$ cat src/rtl/reg_writeback_unit.sv
// Write side of the register unit: arbitrates ALU results against buffered load responses
// for the single RF write port and tracks registers with outstanding loads.
module reg_writeback_unit #(
    parameter int FIFO_DEPTH   = 4,
    parameter int STARVE_LIMIT = 8
) (
    input  logic                          clk,
    input  logic                          rst,
    input  logic                          alu_valid,
    input  logic [4:0]                    alu_rd,
    input  logic [31:0]                   alu_data,
    output logic                          alu_stall,
    input  logic                          ld_issue_valid,
    input  logic [4:0]                    ld_issue_rd,
    input  logic                          ld_resp_valid,
    output logic                          ld_resp_ready,
    input  logic [4:0]                    ld_resp_rd,
    input  logic [31:0]                   ld_resp_data,
    input  logic [2:0]                    ld_resp_funct3,
    input  logic [4:0]                    sb_rs1,
    input  logic [4:0]                    sb_rs2,
    input  logic [4:0]                    sb_rd,
    output logic                          sb_hazard,
    output logic [4:0]                    rd,
    output logic [31:0]                   DataWr,
    output logic                          RUWr,
    output logic [$clog2(FIFO_DEPTH):0]   fifo_count
);
    localparam int PW = $clog2(FIFO_DEPTH);
    localparam int CW = PW + 1;
    localparam int SW = $clog2(STARVE_LIMIT + 1);

    logic [4:0]    fifo_rd_mem   [FIFO_DEPTH];
    logic [31:0]   fifo_data_mem [FIFO_DEPTH];
    logic [PW-1:0] wr_ptr_reg, rd_ptr_reg;
    logic [CW-1:0] count_reg;
    logic [SW-1:0] starve_reg;
    logic          busy_reg [32];

    logic          fifo_empty, fifo_full, starved;
    logic          head_win, alu_win, enq, deq;
    logic [4:0]    head_rd;
    logic [31:0]   head_data;

    function automatic logic [31:0] format_load(input logic [2:0] f3, input logic [31:0] d);
        case (f3)
            3'b000:  format_load = {{24{d[7]}}, d[7:0]};
            3'b001:  format_load = {{16{d[15]}}, d[15:0]};
            3'b100:  format_load = {24'h0, d[7:0]};
            3'b101:  format_load = {16'h0, d[15:0]};
            default: format_load = d;
        endcase
    endfunction

    always_comb begin
        fifo_empty    = (count_reg == '0);
        fifo_full     = (count_reg == CW'(FIFO_DEPTH));
        starved       = (starve_reg == SW'(STARVE_LIMIT));
        head_rd       = fifo_rd_mem[rd_ptr_reg];
        head_data     = fifo_data_mem[rd_ptr_reg];
        head_win      = !fifo_empty && (starved || !alu_valid);
        alu_win       = alu_valid && !head_win;
        alu_stall     = alu_valid && !fifo_empty && starved;
        ld_resp_ready = !fifo_full;
        // x0 responses are handshaken but never occupy a slot
        enq           = ld_resp_valid && !fifo_full && (ld_resp_rd != 5'd0);
        deq           = head_win;
        sb_hazard     = busy_reg[sb_rs1] || busy_reg[sb_rs2] || busy_reg[sb_rd];
        fifo_count    = count_reg;
    end

    always_ff @(posedge clk) begin
        if (enq) begin
            fifo_rd_mem[wr_ptr_reg]   <= ld_resp_rd;
            fifo_data_mem[wr_ptr_reg] <= format_load(ld_resp_funct3, ld_resp_data);
        end
    end

    always_ff @(posedge clk) begin
        if (rst) begin
            wr_ptr_reg <= '0;
            rd_ptr_reg <= '0;
            count_reg  <= '0;
            starve_reg <= '0;
        end else begin
            if (enq)
                wr_ptr_reg <= wr_ptr_reg + 1'b1;
            if (deq)
                rd_ptr_reg <= rd_ptr_reg + 1'b1;
            count_reg <= count_reg + CW'(enq) - CW'(deq);
            if (deq || fifo_empty)
                starve_reg <= '0;
            else if (alu_win && !starved)
                starve_reg <= starve_reg + 1'b1;
        end
    end

    always_ff @(posedge clk) begin
        if (rst) begin
            rd     <= 5'd0;
            DataWr <= 32'd0;
            RUWr   <= 1'b0;
        end else if (head_win) begin
            rd     <= head_rd;
            DataWr <= head_data;
            RUWr   <= 1'b1;
        end else if (alu_win) begin
            rd     <= alu_rd;
            DataWr <= alu_data;
            RUWr   <= (alu_rd != 5'd0);
        end else begin
            RUWr   <= 1'b0;
        end
    end

    assign busy_reg[0] = 1'b0;

    // An issue to R in the same cycle as R's dequeue keeps R busy
    generate
        for (genvar gi = 1; gi < 32; gi++) begin : g_busy
            always_ff @(posedge clk) begin
                if (rst)
                    busy_reg[gi] <= 1'b0;
                else if (ld_issue_valid && ld_issue_rd == 5'(gi))
                    busy_reg[gi] <= 1'b1;
                else if (deq && head_rd == 5'(gi))
                    busy_reg[gi] <= 1'b0;
            end
        end
    endgenerate
endmodule
$ cat config.mk
export PLATFORM = sky130hd
export DESIGN_NAME = reg_writeback_unit
export DESIGN_NICKNAME = d
export VERILOG_FILES = /design/src/rtl/reg_writeback_unit.sv
export SDC_FILE = /design/constraint.sdc
export NUM_CORES = 1
export LEC_CHECK = 0
export ABC_AREA = 1
export BUFFER_PORTS_ARGS = -buffer_cell sky130_fd_sc_hd__buf_2
export CAP_MARGIN = 40
export CELL_PAD_IN_SITES_DETAIL_PLACEMENT = 1
export CELL_PAD_IN_SITES_GLOBAL_PLACEMENT = 2
export CORE_UTILIZATION = 30
export CTS_CLUSTER_DIAMETER = 120
export DETAILED_ROUTE_END_ITERATION = 10
export PLACE_DENSITY_LB_ADDON = 0.12
export SYNTH_ARGS = -nofsm -noshare
export SYNTH_HDL_FRONTEND = slang
export SYNTH_SLANG_ARGS = --single-unit
$ cat constraint.sdc
create_clock -name clk -period 4 [get_ports clk]
set_input_delay 0 -clock clk [delete_from_list [all_inputs] [get_ports clk]]
set_output_delay 0 -clock clk [all_outputs]
set_load 0.005 [all_outputs]
[After elaboration in Yosys (flattened, before gate mapping)]
Memory sizes are Yosys's and may differ from the RTL's. A register that Yosys moved wholly into a read port is not among the register bits.
Index checks and enable logic that the tools add are counted.
Storage, ports and cells
  latch bits: 0
  bits of input ports: 102
  ROM bits: 0
  register bits after elaboration: 80
  memories kept: 2
  word-level logic and storage cells: 318
  output and inout port bits: 44
  RAM bits: 148
Operators by class
  multiplexer cells: 85
  reduce and logical (&&, ||, !) cells: 115
  equal/unequal tests: 67
  multipliers: 0
  $lt $le $gt $ge: 3
  bitwise operators: 3
  add/subtract/negate cells: 5
  shifts and indexed selects: 0
  divide/modulo/power cells: 0
Memory list
  fifo_data_mem: words 4, bits a word 32, read ports 1, clocked after Yosys merged registers in 1, wr ports 1, line 34  | logic [31:0] fifo_data_mem [FIFO_DEPTH];
  fifo_rd_mem: words 4, bits a word 5, read ports 1, clocked after Yosys merged registers in 1, wr ports 1, line 33  | logic [4:0] fifo_rd_mem [FIFO_DEPTH];
Operators with widths (number)
  $eq 5x5->1 const B: 32
  $pmux 32 s4: 1
  $mux 32: 3
  $eq 5x4->1 const B: 16
  $mux 1: 72
  $logic_and 1x1->1: 69
  $reduce_bool 2->1: 32
  $eq 5x3->1 const B: 8
  $eq 5x2->1 const B: 4
  $ge 6x6->1 const B: 3
  $not 5->6: 3
  $bmux 1 s5: 3
  $eq 5x1->1 const B: 2
  $mux 5: 2
  $reduce_bool 5->1: 2
  $eq 3x3->1 const B: 3
  $mux 2: 4
  $logic_not 3->1: 2
  $logic_not 1->1: 5
  $add 2x1->2 const B: 2
  $add 4x1->4 const B: 1
  $eq 4x4->1 const B: 1
  $logic_or 1x1->1: 4
  $add 3x1->3: 1
  3 further kinds: 3

[Depth between registers and ports, before layout]
  word-level depth: 7
  gate-level depth with buffers: 13

[Worst setup path before layout]
OpenSTA, ideal clock, no wires.
  path type: flip-flop to flip-flop
  start: register count_reg[1] (netlist: fifo_count[1])
  end: memory fifo_data_mem[0][0], enable pin
  data arrival time: 2.493 ns
  cell stages (with the launch flop): 5
  setup slack: 1.076 ns
  period minus slack after synthesis: 2.924 ns
  path buffers: 0
  required time: 3.569 ns
  setup time: 0.431 ns
  path through: dfxtp_1 nor2_4 a21boi_0 nand2_1 nor2_1
Between the ends
  word-level cells in the longest chain between the ends: 6
RTL lines
  start: declaration: line 36  | logic [CW-1:0] count_reg;
  start signal: assignment: line 90  | count_reg <= count_reg + CW'(enq) - CW'(deq);
  $eq 3x3->1: line 57  | fifo_full = (count_reg == CW'(FIFO_DEPTH));
  $logic_not 1->1: line 66  | enq = ld_resp_valid && !fifo_full && (ld_resp_rd != 5'd0);
  $logic_and 1x1->1 (2 in series): line 66
  $mux 1: line 73  | if (enq) begin
  $mux 1 (implied by the code): line 75  | fifo_data_mem[wr_ptr_reg] <= format_load(ld_resp_funct3, ld_resp_data);
  end: declaration: line 34
No other way between the ends.

[Worst setup path in the final report]
  start: register starve_reg[0]
  end: register busy_reg[27] (netlist bit)
Between the ends
  word-level cells in the longest chain between the ends: 5
RTL lines
  start: declaration: line 37  | logic [SW-1:0] starve_reg;
  start signal: assignment: line 94  | starve_reg <= starve_reg + 1'b1;
  $eq 4x4->1: line 58  | starved = (starve_reg == SW'(STARVE_LIMIT));
  $logic_or 1x1->1: line 61  | head_win = !fifo_empty && (starved || !alu_valid);
  $logic_and 1x1->1: line 61
  $logic_and 1x1->1: line 126  | else if (deq && head_rd == 5'(gi))
  $reduce_bool 2->1 (no source line)
  end signal: indexed assignment: line 123  | busy_reg[gi] <= 1'b0;
  end signal: indexed assignment: line 125  | busy_reg[gi] <= 1'b1;
  end signal: indexed assignment: line 127  | busy_reg[gi] <= 1'b0;
  end: declaration: line 38  | logic busy_reg [32];
No other way between the ends.
A chain may end at the register's enable or synchronous reset.

==> run metrics <==
number of synthesis warnings=0; failing checks=negative hold slack; Tmin final=2.88 ns; area of the multi-input gates=0.00421 mm^2; combinational share of power=about 31%; DP HPWL=between 20 and 25 mm; Sink Count=230; Slew Limit Fails=0; Unique masters post-synth=37; via/cell ratio=between 4 and 5; Yosys reg bits=230; Synth Area in Adders=less than 1%; Max transition margin=between 40 and 50%; Post-Synth Simple-Gate Area=24.4%; top cell type's share of synthesized area=40.1%; antenna cells=0; Final ANT Viol Nets=0; Pleak=5.79 nW; vias in the first global route=9779; synth top area cells=edfxtp_1 (40%), dfxtp_1 (15%), nand2_1 (14%), nand3_1 (5.3%), a21oi_1 (4.1%); H-tree levels=1; Final #Nets=1572; final setup TNS=0 ns; hold slack=-0.000515 ns; Hold Fails Final Rpt=1; overall global routing resource usage=about a fifth; Setup Buffers After CTS=0; per-cell routed wire length=between 15 and 20 um; Worst VDD drop=0.340 mV; Critical Path Start Type=flip-flop; overflow left after global routing=0; area leader, netlist=edfxtp_1; fin crit share=71.9%; data required time of the worst path=4.43 ns; post-route cell area=0.0140 mm^2; Core Area=0.0364 mm^2; outcome=complete, but fails checks; synthesized area per cell=8.95 um^2; dpl cell area=0.0122 mm^2; IO Port Bufs=around 150; Die X-Extent=194 um; # IOs=roughly 150; area delta synth->final=26.8%; Syn Std Cell Area=~0.011 mm^2; clock latency on the worst-skew pair=0.55 ns; syn nets=between 1000 and 1500; Layout Skew=0.0189 ns; router iterations before antenna repair=4; worst-margin pin slew=0.791 ns; multiplexer area fraction after synthesis=0%; post_cts resized=0; Power per Cell Area=roughly 560 mW/mm^2; Net Sw Power=about 2.8 mW; CTS tree=yes; RSZ-0062 raised after global routing=no; first-pass GRT wire length=55.7 mm; Worst Setup Path Type=reg -> reg; Root Buffer=clkbuf_16; f_max=348 MHz; DR DRC count=0; CP max FO=38; Rows=70; XOR/XNOR share of the synthesized area=less than 1%; fill cell count=4219; DR vias=9199; Starting Density=30.4%; Clock power frac=30.2%; DIE AREA=0.0377 mm^2; main combinational cell family by area after synthesis=simple AND/OR/NAND/NOR gates; Internal=5.04 mW; maxcap violations=0; hold_buf cts=98; Syn Inst Count=about 1200; layout cells sized above 1=23.0%; max FFs per register=128; Sw Share=between 30% and 40%; Synth Area in Compound Gates=between 10% and 20%; antenna violations before repair=0; FF/Latch Area=0.00609 mm^2; sequential fraction of design power=around two fifths; Die Ht=194 um; register area share after synthesis=between 50% and 60%; Final setup viols=0; Hold Crit Class=in -> reg; Worst Path Arrival=between 3 and 4 ns; Max Buffers Root-to-Sink=3; gp weighted congestion=0.808; CTS clk-pin slew, worst paths=0.06 ns; WL final=around 35 mm; CP Capture Type=flip-flop; TritonCTS Buffers=28; largest net degree at the start of global routing=59; DR iter-0 viols=336
## final cells by class
type                    instances  share of cell area (%)
clock inverters                12                   0.597
inverters                     102                    2.74
clock buffers                  39                    5.50
multi-input cells             838                    30.0
well taps                     468                    4.17
repair buffers                262                    13.6
flip-flops and latches        230                    43.4
## per-stage QoR
stage	power [mW]	std cells	setup WS, ns	hold WS [ns]	util, %
6_report	7.81	1951	1.12	-0.000515	38.5
5_1_grt	8.31	1951	0.857	0.0369	38.5
4_1_cts	7.96	1951	1.07	0.00530	38.5
3_5_place_dp	5.50	1802	1.45	0.228	33.5
3_3_place_gp	5.42	1798	1.34	0.230	33.2
2_1_floorplan	4.75	1237	1.08	0.0823	-
## power groups by stage
stage          clock network (mW)  logic (mW)  registers [mW]
2_1_floorplan                   0        1.67            3.09
3_3_place_gp                    0        2.31            3.11
3_5_place_dp                    0        2.39            3.12
4_1_cts                      2.42        2.47            3.07
5_1_grt                      2.51        2.69            3.10
6_report                     2.36        2.40            3.06
## cell families after synthesis
logic type               Yosys count
AND/OR/NAND/NOR                  625
flip-flops                       230
AO/OA/AOI/OAI                    202
buffers and inverters            169
adder cells (fa/ha/maj)            8
XOR/XNOR                           3
## path summary, 6_finish.rpt
check                                  startpoint                   end  slack [ns]  cells after the start
worst max register to register      starve_reg[0]          busy_reg[27]        1.12                     11
worst min register to register       busy_reg[29]          busy_reg[29]        0.46                      2
worst max-delay path                starve_reg[0]          busy_reg[27]        1.12                     11
worst min-delay path            ld_resp_funct3[0]  fifo_data_mem[2][15]     -0.0005                      3
## Yosys cell counts
master,n
nand2_1,425
edfxtp_1,148
nand3_1,118
a21oi_1,91
dfxtp_1,82
inv_1,65
nor2_1,40
inv_2,36
buf_2,28
o211ai_1,21
o21ai_2,21
clkbuf_1,20
nand3_2,20
o211ai_2,20
o21ai_1,19
a21oi_2,14
o21ai_0,14
buf_6,13
ha_1,7
nand2_2,7
nor2_4,4
buf_4,3
nor2_2,3
nand4_1,2
nor4_1,2
or2_2,2
xnor2_1,2
a211oi_1,1
a21boi_0,1
buf_1,1
buf_12,1
buf_8,1
clkinv_1,1
fa_1,1
nand2_4,1
nor3_1,1
xor2_1,1
## worst max-delay path: stages, from the launching register on
cell and delay [ns]:
dfxtp_1 0.35, inv_1 0.08, ha_1 0.15, nand2_2 0.08
nand2_2 0.08, nand2_4 0.31, buf_4 0.33, nor2_2 0.53
nand2_1 0.14, nand2_1 0.09, a21oi_1 0.05, dlygate4sd3_1 0.57
## routing by layer
metal  part of all wire (%)  vias up  global-route usage, %
li1                       -     4582                      -
met1                     46     4418                   24.7
met2                     49      161                   33.3
met3                    3.7       38                   2.23
met4                    1.6        0                   3.91
met5                      0        -                      0
## cell usage in the layout (no fill, tap or decap), types with 8 or more instances in the layout
cell / instances
nand2_1: 425
edfxtp_1: 148
buf_2: 145
nand3_1: 118
dlygate4sd3_1: 98
a21oi_1: 91
dfxtp_1: 80
inv_1: 65
nor2_1: 36
inv_2: 36
clkbuf_16: 28
o211ai_1: 21
o21ai_2: 21
nand3_2: 20
o211ai_2: 20
o21ai_1: 19
buf_4: 15
o21ai_0: 14
a21oi_2: 14
nor2_4: 8
clkbuf_1: 8
Note: power is estimated with default switching activity, not from simulation.
